==> src/rtl/fifo_wr_arbiter_if.sv <==
// fifo_wr_arbiter_if -- handshake and memory-port bundle for fifo_wr_arbiter.
//
// Optional macro: FIFO_WR_ARBITER_ALMOST_FULL_EN adds walmost_full.
//
// Signals:
//   req_valid  NREQ           per-requester write request
//   req_data   NREQ*DATASIZE  requester i data in [i*DATASIZE +: DATASIZE]
//   req_ready  NREQ           one-hot grant
//   wq2_rptr   ADDRSIZE+1     Gray read pointer synchronized into wclk
//   wclken     1              memory write enable
//   waddr      ADDRSIZE       memory write address
//   wdata      DATASIZE       memory write data
//   wptr       ADDRSIZE+1     registered Gray write pointer
//   wfull      1              registered full flag
//   grant_id   IDW            index of granted requester (0 when idle)
//   walmost_full 1            registered almost-full flag (macro only)
// Modports: slave = arbiter side, master = requesters / reader side.
interface fifo_wr_arbiter_if #(
   parameter int DATASIZE = 8,
   parameter int ADDRSIZE = 4,
   parameter int NREQ     = 4
);
   localparam int IDW = (NREQ > 1) ? $clog2(NREQ) : 1;

   logic [NREQ-1:0]          req_valid;
   logic [NREQ*DATASIZE-1:0] req_data;
   logic [NREQ-1:0]          req_ready;
   logic [ADDRSIZE:0]        wq2_rptr;
   logic                     wclken;
   logic [ADDRSIZE-1:0]      waddr;
   logic [DATASIZE-1:0]      wdata;
   logic [ADDRSIZE:0]        wptr;
   logic                     wfull;
   logic [IDW-1:0]           grant_id;
`ifdef FIFO_WR_ARBITER_ALMOST_FULL_EN
   logic                     walmost_full;
`endif

   modport slave (
      input  req_valid, req_data, wq2_rptr,
      output req_ready, wclken, waddr, wdata, wptr, wfull, grant_id
`ifdef FIFO_WR_ARBITER_ALMOST_FULL_EN
      , walmost_full
`endif
   );

   modport master (
      output req_valid, req_data, wq2_rptr,
      input  req_ready, wclken, waddr, wdata, wptr, wfull, grant_id
`ifdef FIFO_WR_ARBITER_ALMOST_FULL_EN
      , walmost_full
`endif
   );
endinterface

==> src/rtl/fifo_wr_arbiter.sv <==
// fifo_wr_arbiter -- round-robin arbiter feeding the write side of an
// asynchronous FIFO. One word per cycle is granted to the first valid
// requester at or after the round-robin pointer, written to memory at the
// binary write pointer, and the Gray write pointer / full flag are registered.
//
// Optional macro: FIFO_WR_ARBITER_ALMOST_FULL_EN adds parameter AF_THRESH and
// the registered walmost_full output (free slots <= AF_THRESH).
//
// Ports:
//   wclk    in   write-domain clock (rising edge)
//   wrst_n  in   asynchronous active-low reset
//   bus     slave modport of fifo_wr_arbiter_if (requests, grants, memory
//           write port, Gray pointers, status flags)
module fifo_wr_arbiter #(
   parameter int DATASIZE  = 8,
   parameter int ADDRSIZE  = 4,
   parameter int NREQ      = 4
`ifdef FIFO_WR_ARBITER_ALMOST_FULL_EN
   , parameter int AF_THRESH = 2
`endif
) (
   input logic               wclk,
   input logic               wrst_n,
   fifo_wr_arbiter_if.slave  bus
);
   localparam int          IDW    = (NREQ > 1) ? $clog2(NREQ) : 1;
   localparam int unsigned NREQ_U = NREQ;

   logic [ADDRSIZE:0]   wbin_q, wbin_d;
   logic [ADDRSIZE:0]   wptr_q, wgray_d;
   logic                wfull_q, wfull_d;
   logic [IDW-1:0]      rr_q, rr_d;

   logic [NREQ-1:0]     ready;
   logic [IDW-1:0]      gid;
   logic [DATASIZE-1:0] gdata;
   logic                found;
   int unsigned         idx;

   // Round-robin search from rr_q; reset and full both suppress any grant, so
   // a grant always implies a transfer.
   always_comb begin
      ready = '0;
      gid   = '0;
      gdata = '0;
      found = 1'b0;
      idx   = 0;
      if (wrst_n && !wfull_q) begin
         for (int unsigned k = 0; k < NREQ_U; k++) begin
            idx = (32'(rr_q) + k) % NREQ_U;
            if (!found && bus.req_valid[idx]) begin
               found      = 1'b1;
               ready[idx] = 1'b1;
               gid        = IDW'(idx);
               gdata      = bus.req_data[idx*DATASIZE +: DATASIZE];
            end
         end
      end
   end

   always_comb begin
      wbin_d  = wbin_q + {{ADDRSIZE{1'b0}}, found};
      wgray_d = wbin_d ^ (wbin_d >> 1);
      // Full when the next Gray write pointer equals the read pointer with
      // its two MSBs inverted (write side one full lap ahead).
      wfull_d = (wgray_d == {~bus.wq2_rptr[ADDRSIZE:ADDRSIZE-1],
                             bus.wq2_rptr[ADDRSIZE-2:0]});
      rr_d    = rr_q;
      if (found) begin
         rr_d = (32'(gid) == NREQ_U - 1) ? '0 : gid + 1'b1;
      end
   end

   always_ff @(posedge wclk or negedge wrst_n) begin
      if (!wrst_n) begin
         wbin_q  <= '0;
         wptr_q  <= '0;
         wfull_q <= 1'b0;
         rr_q    <= '0;
      end else begin
         wbin_q  <= wbin_d;
         wptr_q  <= wgray_d;
         wfull_q <= wfull_d;
         rr_q    <= rr_d;
      end
   end

`ifdef FIFO_WR_ARBITER_ALMOST_FULL_EN
   localparam int unsigned DEPTH = 1 << ADDRSIZE;

   logic [ADDRSIZE:0]   rbin;
   logic [ADDRSIZE:0]   used;
   logic [ADDRSIZE+1:0] free_w;
   logic                waf_q, waf_d;

   always_comb begin
      rbin[ADDRSIZE] = bus.wq2_rptr[ADDRSIZE];
      for (int unsigned i = 0; i < ADDRSIZE; i++) begin
         rbin[ADDRSIZE-1-i] = rbin[ADDRSIZE-i] ^ bus.wq2_rptr[ADDRSIZE-1-i];
      end
      used   = wbin_d - rbin;
      free_w = (ADDRSIZE+2)'(DEPTH) - {1'b0, used};
      waf_d  = (free_w <= (ADDRSIZE+2)'(AF_THRESH));
   end

   always_ff @(posedge wclk or negedge wrst_n) begin
      if (!wrst_n) begin
         waf_q <= 1'b0;
      end else begin
         waf_q <= waf_d;
      end
   end

   assign bus.walmost_full = waf_q;
`endif

   assign bus.req_ready = ready;
   assign bus.wclken    = found;
   assign bus.grant_id  = gid;
   assign bus.wdata     = gdata;
   assign bus.waddr     = wbin_q[ADDRSIZE-1:0];
   assign bus.wptr      = wptr_q;
   assign bus.wfull     = wfull_q;
endmodule

==> src/flat_wrapper.sv <==
// flat-port wrapper written by rule: the top's interface ports become plain ports
module fifo_wr_arbiter_flat 
#(
   parameter int DATASIZE  = 8,
   parameter int ADDRSIZE  = 4,
   parameter int NREQ      = 4

)
  (wclk, wrst_n, bus_req_valid, bus_req_data, bus_wq2_rptr, bus_req_ready, bus_wclken, bus_waddr, bus_wdata, bus_wptr, bus_wfull, bus_grant_id);
  fifo_wr_arbiter_if #(.DATASIZE(DATASIZE), .ADDRSIZE(ADDRSIZE), .NREQ(NREQ)) bus_i ();
  input logic wclk;
  input logic wrst_n;
  input wire logic [$bits(bus_i.req_valid)-1:0] bus_req_valid;
  input wire logic [$bits(bus_i.req_data)-1:0] bus_req_data;
  input wire logic [$bits(bus_i.wq2_rptr)-1:0] bus_wq2_rptr;
  output wire logic [$bits(bus_i.req_ready)-1:0] bus_req_ready;
  output wire logic [$bits(bus_i.wclken)-1:0] bus_wclken;
  output wire logic [$bits(bus_i.waddr)-1:0] bus_waddr;
  output wire logic [$bits(bus_i.wdata)-1:0] bus_wdata;
  output wire logic [$bits(bus_i.wptr)-1:0] bus_wptr;
  output wire logic [$bits(bus_i.wfull)-1:0] bus_wfull;
  output wire logic [$bits(bus_i.grant_id)-1:0] bus_grant_id;
  assign bus_i.req_valid = bus_req_valid;
  assign bus_i.req_data = bus_req_data;
  assign bus_i.wq2_rptr = bus_wq2_rptr;
  assign bus_req_ready = bus_i.req_ready;
  assign bus_wclken = bus_i.wclken;
  assign bus_waddr = bus_i.waddr;
  assign bus_wdata = bus_i.wdata;
  assign bus_wptr = bus_i.wptr;
  assign bus_wfull = bus_i.wfull;
  assign bus_grant_id = bus_i.grant_id;
  fifo_wr_arbiter #(.DATASIZE(DATASIZE), .ADDRSIZE(ADDRSIZE), .NREQ(NREQ)) u_core (.wclk(wclk), .wrst_n(wrst_n), .bus(bus_i));
endmodule
==> config.mk <==
export PLATFORM = sky130hd
export DESIGN_NAME = fifo_wr_arbiter_flat
export DESIGN_NICKNAME = d
export VERILOG_FILES = /design/src/rtl/fifo_wr_arbiter_if.sv /design/src/rtl/fifo_wr_arbiter.sv /design/src/flat_wrapper.sv
export SDC_FILE = /design/constraint.sdc
export NUM_CORES = 1
export LEC_CHECK = 0
export ABC_AREA = 1
export CAP_MARGIN = 40
export CORE_MARGIN = 2
export CORE_UTILIZATION = 35
export DETAILED_ROUTE_END_ITERATION = 8
export PLACE_DENSITY = 0.7
export SLEW_MARGIN = 10
export SYNTH_ARGS = -nofsm -noshare
export SYNTH_HDL_FRONTEND = slang
export SYNTH_SLANG_ARGS = --single-unit
==> constraint.sdc <==
create_clock -name wclk -period 7.3 [get_ports wclk]
set_input_delay 1.46 -clock wclk [delete_from_list [all_inputs] [get_ports wclk]]
set_output_delay 1.46 -clock wclk [all_outputs]
set_load 0.01 [all_outputs]
# Word level (Yosys, flattened, before mapping)
# Index checks and enable logic that the tools add are counted.
# totals
in_bits	43
ff_bits	13
word_cells	83
# op_classes
n_addsub	5
order_cmp	8
n_mux	43
eq_ne	2
bitwise	5
shift	4
n_reduce_logical	12
# ops
operator	n
indexed part select 32 x 6 -> 8 bit	4
2-to-1 mux 8 bit	5
2-to-1 mux 4 bit	8
2-to-1 mux 1 bit	16
< comparator 2 x 3 -> 1 bit (second input constant)	4
2-to-1 mux 2 bit	6
OR 4 bit	3
binary-select mux 1 bit (select 2 bit)	4
demux 1 bit (select 2 bit)	4
>= comparator 2 x 1 -> 1 bit (second input constant)	4
logical AND 1 bit	8
adder 5 x 1 -> 5 bit	1
== test 5 bit	1
bitwise XOR 5 x 4 -> 5 bit	1
adder 2 x 1 -> 2 bit (second input constant)	2
adder 2 bit (second input constant)	2
zero test 1 bit	4
== test 2 bit (second input constant)	1
inverter 2 bit	1

# Longest topological paths before layout
# depth
depth_word	19
mapped_depth	22
ltp_nobuf	20

# Worst setup path before layout
# OpenSTA, ideal clock, no wires.
# synth_timing
kind	input to output
from	in bus_req_valid[1]
to	out bus_grant_id[1]
required_time_ps	5840
slack_ps	3371
stages	10
arrival_ps	2469
path_cell_list	nand2_1 -> nand2_2 -> nand2_4 -> nand2_4 -> nor2_8 -> nand3_4 -> buf_6 -> nor2_2 -> nor2_1 -> nor2_1
# synth_via
elab_chain_len	16
elab_cells_between_ends	25
# synth_lines
element	line	text
start, declared	flat_wrapper.sv:13	input wire logic [$bits(bus_i.req_valid)-1:0] bus_req_valid;
binary-select mux 1 bit (select 2 bit)	fifo_wr_arbiter.sv:51	if (!found && bus.req_valid[idx]) begin
2-to-1 mux 1 bit (implied by the code)	fifo_wr_arbiter.sv:51	
2-to-1 mux 1 bit	fifo_wr_arbiter.sv:51	
2-to-1 mux 1 bit	fifo_wr_arbiter.sv:48	if (wrst_n && !wfull_q) begin
zero test 1 bit	fifo_wr_arbiter.sv:51	
logical AND 1 bit	fifo_wr_arbiter.sv:51	
2-to-1 mux 1 bit	fifo_wr_arbiter.sv:51	
2-to-1 mux 1 bit	fifo_wr_arbiter.sv:48	
zero test 1 bit	fifo_wr_arbiter.sv:51	
logical AND 1 bit	fifo_wr_arbiter.sv:51	
2-to-1 mux 1 bit	fifo_wr_arbiter.sv:51	
2-to-1 mux 1 bit	fifo_wr_arbiter.sv:48	
zero test 1 bit	fifo_wr_arbiter.sv:51	
logical AND 1 bit	fifo_wr_arbiter.sv:51	
2-to-1 mux 2 bit *	fifo_wr_arbiter.sv:51	
2-to-1 mux 2 bit *	fifo_wr_arbiter.sv:48	
end, declared	flat_wrapper.sv:22	output wire logic [$bits(bus_i.grant_id)-1:0] bus_grant_id;
# Mark *: on every way between the ends. The rest lies on a longest branch, timed or not. The select of a mux whose other input is x is not followed.

# Worst setup path after layout
# layout_timing
from	reg u_core.rr_q[1]
to	out bus_grant_id[1]
# layout_via
elab_chain_len	16
elab_cells_between_ends	28
# layout_lines
element	line	text
start, declared	fifo_wr_arbiter.sv:32	logic [IDW-1:0] rr_q, rr_d;
start signal, assigned	fifo_wr_arbiter.sv:84	rr_q <= rr_d;
binary-select mux 1 bit (select 2 bit)	fifo_wr_arbiter.sv:51	
2-to-1 mux 1 bit (implied by the code)	fifo_wr_arbiter.sv:51	
2-to-1 mux 1 bit	fifo_wr_arbiter.sv:51	
2-to-1 mux 1 bit	fifo_wr_arbiter.sv:48	
zero test 1 bit	fifo_wr_arbiter.sv:51	
logical AND 1 bit	fifo_wr_arbiter.sv:51	
2-to-1 mux 1 bit	fifo_wr_arbiter.sv:51	
2-to-1 mux 1 bit	fifo_wr_arbiter.sv:48	
zero test 1 bit	fifo_wr_arbiter.sv:51	
logical AND 1 bit	fifo_wr_arbiter.sv:51	
2-to-1 mux 1 bit	fifo_wr_arbiter.sv:51	
2-to-1 mux 1 bit	fifo_wr_arbiter.sv:48	
zero test 1 bit	fifo_wr_arbiter.sv:51	
logical AND 1 bit	fifo_wr_arbiter.sv:51	
2-to-1 mux 2 bit *	fifo_wr_arbiter.sv:51	
2-to-1 mux 2 bit *	fifo_wr_arbiter.sv:48	
# Marks and branches as above.

==> impl_results.md <==
- Status: completed
- Largest net degree at the start of global routing: 51
- Internal power: 606.1 µW
- Via count: 2461
- Drt wl/cell: 12.13 µm
- Crit-path max cell delay: 870 ps
- Worst hold path type: reg2reg
- Pwr Total: 1.344 mW
- Crit-path cells: inv_2 > ha_1 > buf_8 > inv_1 > nand2_1 > nand2_4 > nor2_8 > nand3_4 > nor2_2 > nor2_1 > nor2_1 > clkdlybuf4s50_1
- Worst IR drop on VDD: 278.1 µV
- CTS sink cnt: 12
- Ratio of cells with drive above 1 in the final layout: slightly below 7%
- Fill cells: about 600
- Sequential fraction of the synthesis area: 14.53%
- Total global routing overflow: 0
- Area of the multi-input gates: 0.001509 mm²
- Hpwl dp: ~4.4 mm
- Max-slew headroom: ~45%
- Cell variety after synth: 29
- # rows: 27
- Fin. max-slew vios: 0
- Total CTS buffers: 3
- Commonest non-fill, non-tap cell in the layout: nand2_1
- Clk root buf: clkbuf_8
- Hold_buf cts: 0
- Placed Instances: 480
- Most frequent cells in the layout: 108 x nand2_1, 67 x clkdlybuf4s50_1, 53 x o21ai_0
- Worst setup EP type: output pin
- DRC: 0
- H-tree levels: 1
- WHS: 559.0 ps
- Mapped cell area: 0.002067 mm²
- Initial antenna violation count: 0
- Final hold vios: 0
- Top post-synthesis cells by area: nand2_1 20%, dfrtp_1 15%, o21ai_0 13%
- Clk network pwr share: around 4.3%
- Chip width: between 80 and 90 µm
- TritonCTS clock tree: yes
- Antenna viol nets, final: 0
- Post-CTS setup buffer count: 0
- Wire length of the first global-routing pass: 9.942 mm
- Yosys Warn Count: 0
- Achievable Freq: 0.1836 GHz
- Sequential power share: a little over a tenth
- Endpoints failing setup: 0
- GP Congestion: 0.8732
- Register area: between 300 and 400 µm²
- Worst EP required: between 5000 and 6000 ps
- Period utilization: 74.60%
- Arr. time, crit path: between 3000 and 4000 ps
- Synthesized area per cell: 5.790 µm²
- Critical path's slowest cell: dfrtp_1
- Min Tclk post-route: 5446 ps
- Critical path launch point type: flip-flop
- Final wirelength: 5.860 mm
- Syn Nets: a little over 400
- Die footprint: between 0.006 and 0.007 mm²
- Pre-Repair DR Iteration Count: 4
- LEAKAGE: 1.294 nW
- Via density per instance: just over 5
- Non-Filler Instances: 483
- Nets: 463
- Buf+Inv Stages, Crit Path: 4
- RSZ-0062 raised after global routing: no
- Cell repeated most along the worst path: nor2_1
- # IOs: 68
- Later-pin clock latency in the skew report: 240 ps
- PD cells: between 400 and 500 mW/mm²
- Worst-path maximum fanout: 25
- Area grow syn2layout: 34.14%
- Vias in the first global route: roughly 2.3k
- CORE AREA: 0.005608 mm²
- Max-cap violation count: 0
- Starting density of the core: 36.86%
- GRT Overall Usage: 18.79%
- Worst-margin pin slew: 825.2 ps
- Ant diodes: 0
- Drt initial violations: 193
- Post-synth top area cell: nand2_1
- Final design utilization: roughly 50%
- Kind of critical path: reg2out
- Synth Instances: around 360
- Sw Pwr: 737.6 µW
- Clk_skew: ~3.9 ps
- CTS resizes: 0
- PortBufs: 67
- Yosys top cell area share: 19.61%
- CTS clock-pin slew for the worst setup and hold paths: 40 ps
- Die Span Y: 80.85 µm
- Fin Setup TNS: 0 ps
- Sw Share: 54.89%
- CP top delay family: buffers and inverters
- Logic pwr share: 85.1%
- Synthesized flop and latch total: 12
- Longest Clk Path Bufs: 2
==> routing by layer <==
metal / up-vias / track usage (%) / part of all wire, %
met4: 0 / 5.085 / 1.4
li1: 1285 / - / -
met3: 9 / 3.444 / 7.8
met2: 76 / 34.05 / 47
met1: 1091 / 22.64 / 43
met5: - / 0 / 0
==> per-stage QoR <==
step                setup slack [ps]  instance area, µm²
global placement                1876                2709
CTS                             1832                2773
detailed placement              2048                2731
finish                          1854                2773
floorplan                       3371                2067
global route                    1481                2773
==> synthesized netlist by cell type (all sizes together) <==
cell type    n
a21boi       4
a21oi        4
buf         16
clkbuf       4
dfrtp       12
ha           7
inv         33
nand2      115
nand3       39
nand4        5
nor2        26
o211ai      12
o21a         5
o21ai       62
or2          5
xnor2        3
xor2         5
==> power groups by stage <==
stage          Combinational [mW]  Sequential, mW  Clock [mW]
5_1_grt                      1.30           0.149      0.0634
6_report                     1.14           0.142      0.0579
3_5_place_dp                 1.15           0.142           0
3_3_place_gp                 1.11           0.142           0
2_1_floorplan               0.825           0.142           0
4_1_cts                      1.15           0.143      0.0606
==> flip-flops by register name (all words and copies together), names as in the netlist <==
signal and cells:
u_core.wbin_q 5, u_core.rr_q 2, u_core.bus.wptr 4, u_core.bus.wfull 1
==> cell families after synthesis <==
family / after synthesis / synth area share [%]
simple gates: 190 / 41.77
compound gates: 87 / 23.61
buf+inv: 53 / 12.47
flops: 12 / 14.53
xor+xnor: 8 / 3.390
fa+ha+maj: 7 / 4.237
==> worst reg2reg max path: cells and delay by family, from the launching register on <==
kind / cells / cell delay, ps
adders and majority gates: 3 / 1160
xor gates and xnor gates: 2 / 380
AOI/OAI and AO/OA: 1 / 90
DFF: 1 / 870
buffers and inverters: 3 / 670
and+or+nand+nor: 7 / 760
==> path summary, 6_finish.rpt <==
check | startpoint | to | slack [ps] | cells after the start
worst min-delay path | u_core.wbin_q[0]$_DFF_PN0_ | u_core.wbin_q[0]$_DFF_PN0_ | 560 | 1
min in group asynchronous | wrst_n | u_core.wbin_q[4]$_DFF_PN0_ | 1530 | 2
max in group asynchronous | wrst_n | u_core.rr_q[1]$_DFFE_PN0P_ | 5610 | 2
worst max-delay path | u_core.rr_q[1]$_DFFE_PN0P_ | bus_grant_id[1] | 1850 | 12
worst max register to register | u_core.rr_q[1]$_DFFE_PN0P_ | u_core.bus.wfull$_DFF_PN0_ | 3290 | 16
worst min register to register | u_core.wbin_q[0]$_DFF_PN0_ | u_core.wbin_q[0]$_DFF_PN0_ | 560 | 1
==> layout make-up <==
class | count | share of cell area (%)
timing repair buffer | 71 | 25.54
sequential | 12 | 10.83
tap | 72 | 3.249
inverter | 33 | 4.468
multi-input combinational | 292 | 54.42
clock buffer | 3 | 1.489
Power figures use the tool's default switching activity.
